File: config.mk
export PLATFORM = sky130hd
export DESIGN_NAME = cascade_compare_ctrl
export DESIGN_NICKNAME = d
export VERILOG_FILES = /design/src/rtl/cascade_compare_ctrl.sv
export SDC_FILE = /design/constraint.sdc
export NUM_CORES = 1
export LEC_CHECK = 0
export ABC_AREA = 1
export CAP_MARGIN = 15
export CORE_MARGIN = 3
export CORE_UTILIZATION = 38
export DETAILED_ROUTE_END_ITERATION = 6
export GPL_TIMING_DRIVEN = 0
export PLACE_DENSITY = 0.75
export RECOVER_POWER = 100
export SKIP_CTS_REPAIR_TIMING = 1
export SLEW_MARGIN = 10
export SYNTH_ARGS = -nofsm -noshare
export SYNTH_HDL_FRONTEND = slang
export SYNTH_SLANG_ARGS = --single-unit
File: constraint.sdc
create_clock -name clk -period 1.3 [get_ports clk]
set_clock_uncertainty 0.05 [all_clocks]
set_input_delay 0.13 -clock clk [delete_from_list [all_inputs] [get_ports clk]]
set_output_delay 0.13 -clock clk [all_outputs]
set_load 0.01 [all_outputs]
File: src/rtl/cascade_compare_ctrl.sv
// Byte-serial magnitude comparator, MS byte first, with handshake control.
// Define SIGNED_CMP_EN to compare the first byte as two's complement.
module cascade_compare_ctrl #(
  parameter int MAX_BYTES = 8
) (
  input  logic       clk,
  input  logic       rst,
  input  logic       start,
  input  logic [3:0] num_bytes,
  input  logic       in_valid,
  output logic       in_ready,
  input  logic [7:0] a_byte,
  input  logic [7:0] b_byte,
  output logic       busy,
  output logic       done,
  output logic       LTout,
  output logic       EQout,
  output logic       GTout
);

  typedef enum logic [1:0] {
    IDLE,
    RUN,
    DONE
  } state_t;

  localparam logic [3:0] MAXB = 4'(MAX_BYTES);

  state_t     state;
  state_t     state_nx;
  logic [3:0] cnt;
  logic [3:0] nb_sat;
  logic       acc;
  logic       load;
  logic       a_lt;
  logic       a_gt;

`ifdef SIGNED_CMP_EN
  logic first;
`endif

  assign nb_sat = (num_bytes > MAXB) ? MAXB : num_bytes;
  assign load   = (state == IDLE) && start;
  assign acc    = (state == RUN) && in_valid;

  always_comb begin
    a_lt = a_byte < b_byte;
    a_gt = a_byte > b_byte;
`ifdef SIGNED_CMP_EN
    if (first) begin
      a_lt = $signed(a_byte) < $signed(b_byte);
      a_gt = $signed(a_byte) > $signed(b_byte);
    end
`endif
  end

  always_ff @(posedge clk) begin
    if (rst) state <= IDLE;
    else     state <= state_nx;
  end

  always_comb begin
    state_nx = state;
    in_ready = 1'b0;
    busy     = 1'b0;
    done     = 1'b0;
    unique case (state)
      IDLE: begin
        if (start)
          state_nx = (num_bytes == 4'd0) ? DONE : RUN;
      end
      RUN: begin
        in_ready = 1'b1;
        busy     = 1'b1;
        if (acc && cnt == 4'd1)
          state_nx = DONE;
      end
      DONE: begin
        busy     = 1'b1;
        done     = 1'b1;
        state_nx = IDLE;
      end
      default: state_nx = IDLE;
    endcase
  end

  // Once a more-significant byte has decided, later bytes only count down.
  always_ff @(posedge clk) begin
    if (rst) begin
      cnt   <= 4'd0;
      LTout <= 1'b0;
      EQout <= 1'b1;
      GTout <= 1'b0;
    end else if (load) begin
      cnt   <= nb_sat;
      LTout <= 1'b0;
      EQout <= 1'b1;
      GTout <= 1'b0;
    end else if (acc) begin
      cnt <= cnt - 4'd1;
      if (EQout) begin
        LTout <= a_lt;
        GTout <= a_gt;
        EQout <= !a_lt && !a_gt;
      end
    end
  end

`ifdef SIGNED_CMP_EN
  always_ff @(posedge clk) begin
    if (rst)       first <= 1'b0;
    else if (load) first <= 1'b1;
    else if (acc)  first <= 1'b0;
  end
`endif

endmodule

==> impl_summary.md <==
Yosys
After synthesis, the share of flip-flops with an asynchronous set or reset is 0%. The post-synthesis register bit count is 9. The mapped cell area is 749.5 um2. The sequential element share of the synthesized area is around a quarter.

The mean area per synthesized cell is between 6 and 7 um2. The synthesized netlist net count is 145. Synthesis handed over a netlist of between 100 and 150 instances.

For this run, the number of Yosys warnings is 0. The leading register cell type out of synthesis is dfxtp_1. The number of different library cells used by synthesis comes to 21.

The number of enable flip-flop cells after synthesis is 0.

Die
The number of standard-cell rows in the floorplan is 15. The die covers between 2000 and 3000 um2. In this run the horizontal extent of the chip is 50.41 um. The top-level port count is 30. The floorplan step set the die height to around 50 um. The area of the core region is around 1800 um2. The effective utilization at floorplan is 41.60%.

Drt
The detail-routed via count per cell is ~5.0. Across all layers, the routed design uses approximately 840 vias. The pre-antenna-repair detailed-routing pass consisted of 6 iterations. The number of DRC violations after detailed routing is 0. The violation count after the first detailed-route iteration is 10. The final layout contains routed wiring with a total length of ~2300 um. The detail-routed net length per standard cell is 13.96 um.

The residual antenna-violating net count after detailed routing is 0.

STA
The minimum clock period after layout is roughly 1300 ps. The slew at the pin closest to its max-slew limit is approximately 250 ps. In the post-route analysis, the smallest setup slack over all paths is -14.81 ps. The share of the clock period used by the worst path is 101.1%. Setup repair after global routing could not meet its margin everywhere. The final number of setup-violating endpoints is 2.

The hold violation count in the final report came to 0. The sum of negative setup slack is -24.38 ps. The worst-case headroom to the max-slew limit is a little over four fifths. Derived from the worst setup path, the maximum achievable clock frequency is roughly 0.76 GHz. The total count of max-transition violations in the final report is 0.

CTS
The tree is rooted in a clkbuf_4. Clock-pin slew was measured on the worst setup and hold paths at roughly 60 ps. CTS built an H-tree with a depth of 1. The clock net in this run drives a total of 9 sinks. The maximum number of buffers from clock root to sink is 2. TritonCTS built the clock tree. The CTS buffer count is 3. The later pin in the worst-skew pair is clocked with a latency of around 270 ps.

Min path
The worst hold path belongs to the class in2reg. Along the worst hold path, the cell count comes to 3. The startpoint identified for the worst hold timing path is num_bytes[1]. The worst min-delay path endpoint is cnt[1].

Critical path
The nature of the critical path startpoint is a flop. The critical path in this run is classified as reg2reg. The largest fanout on the critical path is 6.

For this run, the slowest stage of the critical path takes around 390 ps. The endpoint identified for the worst register-to-register timing path is EQout. In this run the critical register-to-register path is launched from state[0]. The data required time of the worst path is around 1400 ps. The worst register-to-register path has a depth of 8. The register-to-register setup slack is -10 ps. The largest individual stage delay along the critical path comes from the cell dfxtp_4. The launching element of the worst setup path is state[0]. Walking the worst path, the cells encountered are inv_4 > ha_4 > nand2_4 > inv_2 > nor2_4 > inv_1 > nor2_2 > a21oi_2. Data on the critical path arrives at its endpoint at around 1400 ps. STA classifies the critical path endpoint as a flop.

GRT
The total overflow left after global routing is 0. The number of antenna violations at the first check in global routing is 0. The via count of the first global-routing pass came to 752. The first global-routing pass estimated ~3000 um of wire. The pin count of the biggest net entering global routing is 7. Across every metal layer, demand over resource in global routing totals between 10% and 20%.

Place
Routability-driven placement finished with a final weighted congestion of 0.8281. Detailed placement ended at an HPWL of 1461 um. Prior to clock tree synthesis, the placed netlist has a worst setup slack of -308.4 ps. In this run the tool buffered the top-level ports with 29 buffer cells.

Final layout
The most frequent standard cell in the layout excluding fill and tap cells is nand2_1. The library cells used most frequently in the layout, excluding fill and tap cells, are nand2_1 (17), dlymetal6s2s_1 (15), inv_1 (11). At the end of the flow, the number of nets in the layout was around 180. The fraction of layout instances using a drive strength above 1 is between 30% and 40%. The layout overhead on the synthesized area is 76.63%. The count of antenna diodes in the layout is 0.

Fill cells in the final layout number approximately 150.

Power and ir drop
The leakage component of the power is 0.7002 nW. The total power divided by cell area is approximately 800 nW/um2. VDD sags by at most approximately 440 uV.

Outcome
The flow ran to the end, but the final reports show violations. The final reports fail on negative setup slack.

Flow run
The total of max-cap violations is 0.
==> state kept, by name (all words and copies together) (netlist names) <==
signal,flops
cnt,4
state,2
EQout,1
GTout,1
LTout,1
==> power by group <==
part           switching (mW)  total (mW)  internal (mW)  leakage (nW)
clock network           0.103       0.221          0.119        0.0150
registers              0.0419       0.354          0.312        0.0749
logic                   0.261       0.513          0.252         0.610
total                   0.406        1.09          0.682         0.700
==> worst max-delay path: cells and delay by family (launching register included) <==
family	cells	cell delay, ps
and+or+nand+nor	3	340
DFF	1	390
AOI/OAI and AO/OA	1	50
buffers and inverters	3	200
adders and majority gates	1	170
==> how the worst max path moves through the flow <==
stage	to	slack, ps	cells after the start
after global routing	LTout	-100	8
final	EQout	-10	8
after CTS	busy	-410	3
after detailed placement	EQout	-310	9
after global placement	EQout	-280	8
after floorplan	EQout	80	8
==> metal layers <==
layer  share of wire [%]  global-route usage [%]  vias to the layer above
li1                    -                       -                      415
met1                  38                   17.97                      383
met2                  55                   26.96                       37
met3                 4.9                   5.341                        8
met4                 2.7                   4.036                        0
met5                   0                       0                        -
==> cells by family after synthesis <==
logic type	Yosys count	share of synthesized area (%)
buf+inv	23	11.52
compound gates	21	16.36
xor+xnor	2	2.338
simple gates	40	24.04
flops	9	24.04
fa+ha+maj	13	21.70
==> layout make-up <==
class	count	area, um2	share of cell area (%)
inverter	23	91.34	6.900
tap	25	31.28	2.363
sequential	9	185.2	13.99
multi-input combinational	76	651.9	49.24
timing repair buffer	31	337.8	25.52
clock buffer	4	26.28	1.985
==> synth_stat cells, types with 2 or more instances <==
| master | n | area [um2] |
|---|---|---|
| nand2_1 | 22 | 82.58 |
| inv_1 | 20 | 75.07 |
| ha_1 | 13 | 162.7 |
| a21oi_1 | 10 | 50.05 |
| dfxtp_1 | 9 | 180.2 |
| nor2_1 | 8 | 30.03 |
| inv_2 | 3 | 11.26 |
| nand2_2 | 3 | 18.77 |
| nand3_1 | 3 | 15.01 |
| o21ai_0 | 3 | 15.01 |
| o21ai_1 | 3 | 15.01 |
| xor2_1 | 2 | 17.52 |
==> per-stage QoR <==
step / util (%) / std cells / total power [mW] / hold WS, ps / cell area (um2)
final: 73.47 / 168 / 1.088 / 434.6 / 1324
after global routing: 73.47 / 168 / 1.172 / 455.7 / 1324
after CTS: 60.90 / 166 / 0.9582 / 422.3 / 1097
after detailed placement: 59.44 / 162 / 0.7378 / 413.1 / 1071
after global placement: 59.44 / 162 / 0.7202 / 406.6 / 1071
after floorplan: - / 108 / 0.5721 / 149.1 / 749.5
(Power assumes the default switching activity.)
